### src/rtl/store_buffer.sv
// Post-MEM store buffer: a circular FIFO of pending stores that drains into the data memory port.
// Loads are checked against every buffered store and either get their data forwarded or are stalled.
`ifndef XLEN_32b
`define XLEN_32b 1
`endif
`ifndef XLEN_64b
`define XLEN_64b 2
`endif

module store_buffer #(
    parameter int XLEN  = `XLEN_64b,
    parameter int DEPTH = 4,
    localparam int W     = 1 << (XLEN + 4),
    localparam int AW    = W + 1,
    localparam int PTR_W = $clog2(DEPTH),
    localparam int CNT_W = PTR_W + 1
) (
    input  logic             i_clk,
    input  logic             i_rst,
    input  logic             i_clk_enable,
    input  logic             i_st_valid,
    output logic             o_st_ready,
    input  logic [W-1:0]     i_st_addr,
    input  logic [W-1:0]     i_st_data,
    input  logic [1:0]       i_st_size,
    input  logic             i_ld_valid,
    input  logic [W-1:0]     i_ld_addr,
    input  logic [1:0]       i_ld_size,
    output logic             o_ld_hit,
    output logic [W-1:0]     o_ld_data,
    output logic             o_ld_stall,
    input  logic             i_mem_busy,
    output logic             o_mem_write,
    output logic [W-1:0]     o_mem_addr,
    output logic [W-1:0]     o_mem_data,
    output logic             o_store_byte,
    output logic             o_store_half,
    output logic [CNT_W-1:0] o_count
);

    function automatic logic [1:0] size_norm(input logic [1:0] s);
        case (s)
            2'b00:   return 2'b00;
            2'b01:   return 2'b01;
            default: return 2'b10;
        endcase
    endfunction

    function automatic logic [2:0] size_bytes(input logic [1:0] s);
        case (s)
            2'b00:   return 3'd1;
            2'b01:   return 3'd2;
            default: return 3'd4;
        endcase
    endfunction

    function automatic logic [W-1:0] size_mask(input logic [1:0] s);
        case (s)
            2'b00:   return W'(32'h0000_00FF);
            2'b01:   return W'(32'h0000_FFFF);
            default: return W'(32'hFFFF_FFFF);
        endcase
    endfunction

    logic [W-1:0]     ent_addr_r [DEPTH];
    logic [W-1:0]     ent_data_r [DEPTH];
    logic [1:0]       ent_size_r [DEPTH];
    logic [PTR_W-1:0] head_r;
    logic [PTR_W-1:0] tail_r;
    logic [CNT_W-1:0] count_r;

    logic             push_s;
    logic             pop_s;
    logic             found_s;
    logic [PTR_W-1:0] sel_s;
    logic [PTR_W-1:0] idx_s;
    logic [AW-1:0]    ld_lo_s;
    logic [AW-1:0]    ld_hi_s;
    logic [AW-1:0]    ent_lo_s;
    logic [AW-1:0]    ent_hi_s;

    assign o_st_ready   = (count_r < CNT_W'(DEPTH));
    assign o_mem_write  = (count_r != {CNT_W{1'b0}}) && !i_mem_busy;
    assign push_s       = i_st_valid && o_st_ready;
    assign pop_s        = o_mem_write;
    assign o_count      = count_r;
    assign o_mem_addr   = ent_addr_r[head_r];
    assign o_mem_data   = ent_data_r[head_r];
    assign o_store_byte = (ent_size_r[head_r] == 2'b00);
    assign o_store_half = (ent_size_r[head_r] == 2'b01);

    // FIFO pointers and occupancy; a push and pop in the same cycle leave the count unchanged
    always_ff @(posedge i_clk or negedge i_rst) begin
        if (!i_rst) begin
            head_r  <= {PTR_W{1'b0}};
            tail_r  <= {PTR_W{1'b0}};
            count_r <= {CNT_W{1'b0}};
        end else if (i_clk_enable) begin
            if (push_s) begin
                tail_r <= tail_r + PTR_W'(1);
            end
            if (pop_s) begin
                head_r <= head_r + PTR_W'(1);
            end
            case ({push_s, pop_s})
                2'b10:   count_r <= count_r + CNT_W'(1);
                2'b01:   count_r <= count_r - CNT_W'(1);
                default: count_r <= count_r;
            endcase
        end
    end

    // Entry payload storage; contents survive reset since occupancy alone defines validity
    always_ff @(posedge i_clk) begin
        if (i_clk_enable && push_s) begin
            ent_addr_r[tail_r] <= i_st_addr;
            ent_data_r[tail_r] <= i_st_data;
            ent_size_r[tail_r] <= size_norm(i_st_size);
        end
    end

    // Walk entries oldest to youngest so the last overlap found is the youngest one
    always_comb begin
        found_s  = 1'b0;
        sel_s    = head_r;
        idx_s    = head_r;
        ent_lo_s = {AW{1'b0}};
        ent_hi_s = {AW{1'b0}};
        ld_lo_s  = {1'b0, i_ld_addr};
        ld_hi_s  = ld_lo_s + AW'(size_bytes(i_ld_size));
        for (int j = 0; j < DEPTH; j++) begin
            idx_s    = head_r + PTR_W'(j);
            ent_lo_s = {1'b0, ent_addr_r[idx_s]};
            ent_hi_s = ent_lo_s + AW'(size_bytes(ent_size_r[idx_s]));
            if ((CNT_W'(j) < count_r) && (ld_lo_s < ent_hi_s) && (ent_lo_s < ld_hi_s)) begin
                found_s = 1'b1;
                sel_s   = idx_s;
            end else begin
                found_s = found_s;
                sel_s   = sel_s;
            end
        end
    end

    // Forward only when the youngest overlapping store covers the load exactly from its first byte
    always_comb begin
        o_ld_hit   = 1'b0;
        o_ld_stall = 1'b0;
        o_ld_data  = {W{1'b0}};
        if (i_ld_valid && found_s) begin
            if ((ent_addr_r[sel_s] == i_ld_addr) &&
                (ent_size_r[sel_s] >= size_norm(i_ld_size))) begin
                o_ld_hit  = 1'b1;
                o_ld_data = ent_data_r[sel_s] & size_mask(i_ld_size);
            end else begin
                o_ld_stall = 1'b1;
            end
        end else begin
            o_ld_hit = 1'b0;
        end
    end

endmodule
### config.mk
export PLATFORM = sky130hd
export DESIGN_NAME = store_buffer
export DESIGN_NICKNAME = d
export VERILOG_FILES = /design/src/rtl/store_buffer.sv
export SDC_FILE = /design/constraint.sdc
export NUM_CORES = 2
export LEC_CHECK = 0
export BUFFER_PORTS_ARGS = -buffer_cell sky130_fd_sc_hd__buf_2
export CORE_MARGIN = 2
export CORE_UTILIZATION = 60
export DETAILED_ROUTE_END_ITERATION = 16
export PLACE_DENSITY_LB_ADDON = 0.1
export SYNTH_ARGS = -nofsm -noshare
export SYNTH_HDL_FRONTEND = slang
export SYNTH_SLANG_ARGS = --single-unit
### constraint.sdc
create_clock -name i_clk -period 18.47 [get_ports i_clk]
set_input_delay 1.847 -clock i_clk [delete_from_list [all_inputs] [get_ports i_clk]]
set_output_delay 1.847 -clock i_clk [all_outputs]
set_load 0.005 [all_outputs]
# After elaboration in Yosys (flattened, before gate mapping)

Memory sizes are Yosys's and may differ from the RTL's.
Cells that the tools add are included.

Flip-flop bits (word level): 7
RAM bits: 520
Bits of input ports: 202
Output and inout port bits: 201
Word-level logic and storage cells: 94
Memories kept: 3

Add/sub/neg operators: 11
Order comparisons: 14
Eq/ne operators: 9
Multiplexer cells: 28
Bitwise operators: 1
Reductions and logical operators: 25

Memories:

| name       | words | width | rd ports | clocked after Yosys merged registers in | write ports | line | text |
|---|---|---|---|---|---|---|---|
| ent_addr_r | 4     | 64    | 5        | 0                                       | 1           | 65   | `logic [W-1:0] ent_addr_r [DEPTH];` |
| ent_data_r | 4     | 64    | 2        | 0                                       | 1           | 66   | `logic [W-1:0] ent_data_r [DEPTH];` |
| ent_size_r | 4     | 2     | 5        | 0                                       | 1           | 67   | `logic [1:0] ent_size_r [DEPTH];` |

Operator list:

| cell                                               | count |
|---|---|
| < comparator 64 x 65 -> 1 bit                      | 8 |
| adder 64 x 3 -> 65 bit                             | 5 |
| 2-to-1 mux 64 bit                                  | 4 |
| AND 64 bit                                         | 1 |
| == test 64 bit                                     | 1 |
| one-hot mux 32 bit (2 select lines)                | 1 |
| one-hot mux 3 bit (2 select lines)                 | 6 |
| == test 2 x 1 -> 1 bit (second input constant)     | 7 |
| logical AND 1 bit                                  | 13 |
| logical NOT 2 bit                                  | 6 |
| 2-to-1 mux 1 bit                                   | 10 |
| 2-to-1 mux 2 bit                                   | 5 |
| one-hot mux 2 bit (2 select lines)                 | 2 |
| < comparator 1 x 3 -> 1 bit (first input constant) | 2 |
| < comparator 2 x 3 -> 1 bit (first input constant) | 2 |
| AND reduction 2 bit                                | 3 |
| adder 2 x 1 -> 2 bit (second input constant)       | 2 |
| adder 2 bit (second input constant)                | 2 |
| adder 3 x 1 -> 3 bit (second input constant)       | 1 |
| < comparator 3 bit (second input constant)         | 1 |
| nonzero test 3 bit                                 | 1 |
| subtractor 3 x 1 -> 3 bit (second input constant)  | 1 |
| == test 2 bit (second input constant)              | 1 |
| greater-or-equal comparator 2 bit                  | 1 |
| other kinds (2)                                    | 2 |

# Logic depth before layout (Yosys ltp)

An unclocked memory read counts as a cell.

Word-level depth: 20
Gate-level depth with buffers: 65
Gate-level depth less buffers: 42

# Worst setup path before layout

No wires, ideal clock.

Path type: register -> output
From: reg head_r[1]
To: out o_ld_data[11]
Arrival time: 13.504 ns
Required time: 16.623 ns
Slack: 3.119 ns
Cell stages (with the launch flop): 59
Cells stage by stage: dfrtp_1 -> buf_6 -> buf_6 -> buf_6 -> buf_6 -> buf_4 -> buf_6 -> buf_6 -> buf_4 -> buf_4 -> buf_4 -> buf_2 -> buf_1 -> clkbuf_1 -> buf_2 -> buf_1 -> buf_1 -> clkbuf_1 -> (+23 left out) -> o22ai_1 -> a211oi_1 -> o31ai_2 -> xnor2_4 -> buf_4 -> buf_6 -> buf_4 -> clkbuf_1 -> mux4_2 -> ha_1 -> a21oi_1 -> a41oi_1 -> nand4_1 -> nor4_1 -> nand4_1 -> and4bb_4 -> buf_6 -> and4_1

Longest elaborated chain between the ends: 16
Elaborated cells between the ends (all ways): 52
Those cells by class: add/sub: 7; order compare: 9; eq/ne: 5; mux: 13; bitwise: 1; reduce/logical: 14; memory: 3

Ends and longest elaborated chain:

| item                                                                | line     | text |
|---|---|---|
| from (decl)                                                         | 68       | `logic [PTR_W-1:0] head_r;` |
| from (signal assigned)                                              | 95       | `head_r <= {PTR_W{1'b0}};` |
| from (signal assigned)                                              | 103      | `head_r <= head_r + PTR_W'(1);` |
| adder 2 x 1 -> 2 bit                                                | 132      | `idx_s = head_r + PTR_W'(j);` |
| memory read (4 x 2 bit)                                             | --       |  |
| == test 2 x 1 -> 1 bit or logical NOT 2 bit (tied branches)         | 50       | `case (s)` |
| one-hot mux 3 bit (2 select lines)                                  | 50       |  |
| adder 64 x 3 -> 65 bit                                              | 134      | `ent_hi_s = ent_lo_s + AW'(size_bytes(ent_size_r[idx_s]));` |
| < comparator 64 x 65 -> 1 bit                                       | 135      | `if ((CNT_W'(j) < count_r) && (ld_lo_s < ent_hi_s) && (ent_lo_s < ld_hi_s)) begin` |
| logical AND 1 bit (2 in series)                                     | 135      |  |
| 2-to-1 mux 2 bit (3 in series)                                      | 135      |  |
| memory read (4 x 64 bit) or memory read (4 x 2 bit) (tied branches) | --       |  |
| == test 64 bit or greater-or-equal comparator 2 bit (tied branches) | 151, 152 |  |
| logical AND 1 bit                                                   | 151      | `if ((ent_addr_r[sel_s] == i_ld_addr) &&` |
| 2-to-1 mux 64 bit                                                   | 151      |  |
| 2-to-1 mux 64 bit (*)                                               | 150      | `if (i_ld_valid && found_s) begin` |
| to (decl)                                                           | 30       | `output logic [W-1:0] o_ld_data,` |

Mark *: on every way between the ends. The rest lies on a longest branch, timed or not.

# Final worst setup path

From: in i_ld_size[1]
To: out o_ld_data[27]

Longest elaborated chain between the ends: 13
Elaborated cells between the ends (all ways): 34
Those cells by class: add/sub: 1; order compare: 5; eq/ne: 2; mux: 15; bitwise: 1; reduce/logical: 7; memory: 3

Ends and longest elaborated chain:

| item                                                                | line       | text |
|---|---|---|
| from (decl)                                                         | 28         | `input logic [1:0] i_ld_size,` |
| == test 2 x 1 -> 1 bit or logical NOT 2 bit (tied branches)         | 42, 50, 58 |  |
| one-hot mux 3 bit (2 select lines)                                  | 50         |  |
| adder 64 x 3 -> 65 bit                                              | 130        | `ld_hi_s = ld_lo_s + AW'(size_bytes(i_ld_size));` |
| < comparator 64 x 65 -> 1 bit                                       | 135        |  |
| logical AND 1 bit                                                   | 135        |  |
| 2-to-1 mux 2 bit (3 in series)                                      | 135        |  |
| memory read (4 x 64 bit) or memory read (4 x 2 bit) (tied branches) | --         |  |
| == test 64 bit or greater-or-equal comparator 2 bit (tied branches) | 151, 152   |  |
| logical AND 1 bit                                                   | 151        |  |
| 2-to-1 mux 64 bit                                                   | 151        |  |
| 2-to-1 mux 64 bit (*)                                               | 150        |  |

Mark *: on every way between the ends. The rest lies on a longest branch, timed or not. The select of a mux whose other input is x is not followed.

==> results.json <==
{
  "rows": 102,
  "synthArstFlopShare_pct": 1.33,
  "initial_utilization_pct": 60.4,
  "ys.warnings.count": 0,
  "vias_per_cell": 6.89,
  "synth-edff-count": 520,
  "core_region_area_um2": 77200,
  "fin_util_pct": 66.0,
  "fmax_mhz": 62.7,
  "ant_nets": 0,
  "crit_buf_inv": 5,
  "clockBufferDepth": 3,
  "die_area_um2": 80000,
  "port_buffers": 370,
  "comb_power_share_pct": 72.2,
  "p_total_mw": 9.58,
  "netlist_instances": 3975,
  "yosysSeqAreaShare_pct": 33.8,
  "pre_cts_slack_ns": 3.16,
  "gr-total-overflow": 0,
  "final_hold_viol_count": 0,
  "critPathTopFamily": "simple AND/OR/NAND/NOR gates",
  "antenna_found_initial": 15,
  "ctsResizeCount": 0,
  "post_cts_buffers": 0,
  "syn_area_per_cell_um2": 11.7,
  "post-route-min-period_ns": 15.94,
  "grt_pass1_vias": 35061,
  "layout_common_cells": "ha_1 (529), edfxtp_1 (520), buf_2 (370)",
  "power_density_nw_per_um2": 188,
  "fin_crit_sh_pct": 86.3,
  "switchingPower_mw": 4.63,
  "clkTransAtPathRegs_ns": 0.06,
  "crit_required_ns": 16.62,
  "endpoint_kind": "primary output",
  "ys_types": 101,
  "power.internal_mw": 4.95,
  "setup_violations": 0,
  "leakagePower_nw": 19.4,
  "worst_slack_ns": 2.53,
  "tightest_slew_ns": 1.22,
  "grt_max_degree": 121,
  "hp-class": "reg2reg",
  "stdcell_count": 5388,
  "cts-root-buf": "clkbuf_16",
  "ys.flop_type": "edfxtp_1",
  "dp.cells": 5278,
  "fp.dieH_um": 283,
  "grt_busiest_layer": "met2",
  "slew_headroom_pct": 16.5,
  "synth_largest_area_cell": "edfxtp_1",
  "wire_per_inst_um": 29.2,
  "critPathSlowestCell": "a2111oi_0",
  "cts_tree": "built",
  "dpl-instance-area_um2": 49100,
  "nets": 5033,
  "area_delta_synth_final_pct": 9.17,
  "skew_ns": 0.0226,
  "synth-seq-cells": 527,
  "grtUsageMet1_pct": 53.9,
  "postCtsHoldBufs": 0,
  "grtUsageTotal_pct": 39.2,
  "ir_worst_vdd_mv": 0.264,
  "grt_pass1_wl_um": 231000,
  "htree_levels": 2,
  "synth_area_leaders": "edfxtp_1 (33%), mux4_2 (15%), ha_1 (14%)",
  "p_seq_share_pct": 15.9,
  "finalInstanceArea_um2": 50900,
  "crit_path_start_kind": "primary input",
  "synth_area_um2": 46700,
  "grt_setup_unrepaired": "no",
  "whs_ns": 0.603,
  "cts_made_buffers": 56,
  "postRouteWirelength_um": 157000,
  "drtIter0Drc": 4194,
  "tns_ns": 0,
  "synth_top_area_share_pct": 33.5,
  "insertion_delay_ns": 0.66,
  "drt-pass1-iter-count": 6,
  "grtUsageMet2_pct": 60.0,
  "pwr-share-clk_pct": 11.9,
  "drv_slew": 0,
  "use_met3_pct": 9.03,
  "vias": 37126,
  "layout-drive-gt1-share_pct": 21.0,
  "place.detailed.hpwl_um": 122000,
  "cpPeakStageDelay_ns": 1.08,
  "io_pins": 403,
  "layout_commonest_cell": "ha_1",
  "crit_fanout": 35,
  "crit_type": "in2out",
  "max_cap_viol_count": 0,
  "drcViolationCount": 0,
  "numClockSinks": 527,
  "cp.arrival_ns": 14.09,
  "gp_congestion": 1.06,
  "status": "complete, no violations",
  "die_width_um": 283,
  "swShare_pct": 48.3
}
## cell families after synthesis
| family | share of synthesized area (%) |
|---|---|
| other | 0.00804 |
| XOR/XNOR | 6.97 |
| multiplexers | 19.6 |
| buffers and inverters | 3.51 |
| adder cells (fa/ha/maj) | 14.4 |
| AO/OA/AOI/OAI | 8.69 |
| AND/OR/NAND/NOR | 13.0 |
| flip-flops | 33.8 |
## flip-flops by register name (all words and copies together) (netlist names)
| register | count |
|---|---|
| ent_addr_r | 256 |
| tail_r | 2 |
| ent_size_r | 8 |
| o_count | 3 |
| ent_data_r | 256 |
| head_r | 2 |
## power by group through the flow
stage	registers (mW)	clock network, mW	logic, mW
CTS	1.52	1.15	6.79
finish	1.53	1.14	6.91
global placement	1.54	0	6.70
detailed placement	1.55	0	6.74
floorplan	1.48	0	5.02
global route	1.54	1.20	7.40
## final timing paths
path | slack, ns | endpoint | start | cells after the start
worst min register to register | 0.60 | o_count[0] | o_count[0] | 1
worst max register to register | 15.00 | ent_addr_r[3][30] | o_count[2] | 4
max in group asynchronous | 17.22 | head_r[1] | i_rst | 1
min in group asynchronous | 1.04 | tail_r[1] | i_rst | 1
worst max-delay path | 2.53 | o_ld_data[27] | i_ld_size[1] | 35
worst min-delay path | 0.60 | o_count[0] | o_count[0] | 1
## worst register-to-register path, cell delays in order (launching register included)
cell     delay, ns
dfrtp_1       0.41
inv_2         0.22
and3_1        0.37
and2_4        0.93
buf_4         1.03
## cell usage after synthesis (all sizes together), types with 45 or more instances
cell	instances
ha	529
edfxtp	520
mux4	339
nand2	298
nor2	225
xnor2	216
a21oi	198
xor2	150
nand4	139
buf	131
nand3	127
o21ai	116
inv	110
mux2i	90
a21o	77
nor3	57
and4	53
and3	52
mux2	47
nor4	47
clkbuf	45
## area by class of cell
class	instances	area, um2
clock inverter	42	407
inverter	114	428
tap	1040	1300
timing repair buffer	409	2180
clock buffer	63	1450
multi-input combinational	3189	29400
antenna	4	10.0
fill	5936	26300
sequential	527	15800
## routing by layer
metal  vias to the layer above  wire length [um]
met1                     18162             60900
met4                        24              8130
met3                       392             18100
met5                         -               161
li1                      16332                 -
met2                      2216             69900
Power figures use the tool's default switching activity.
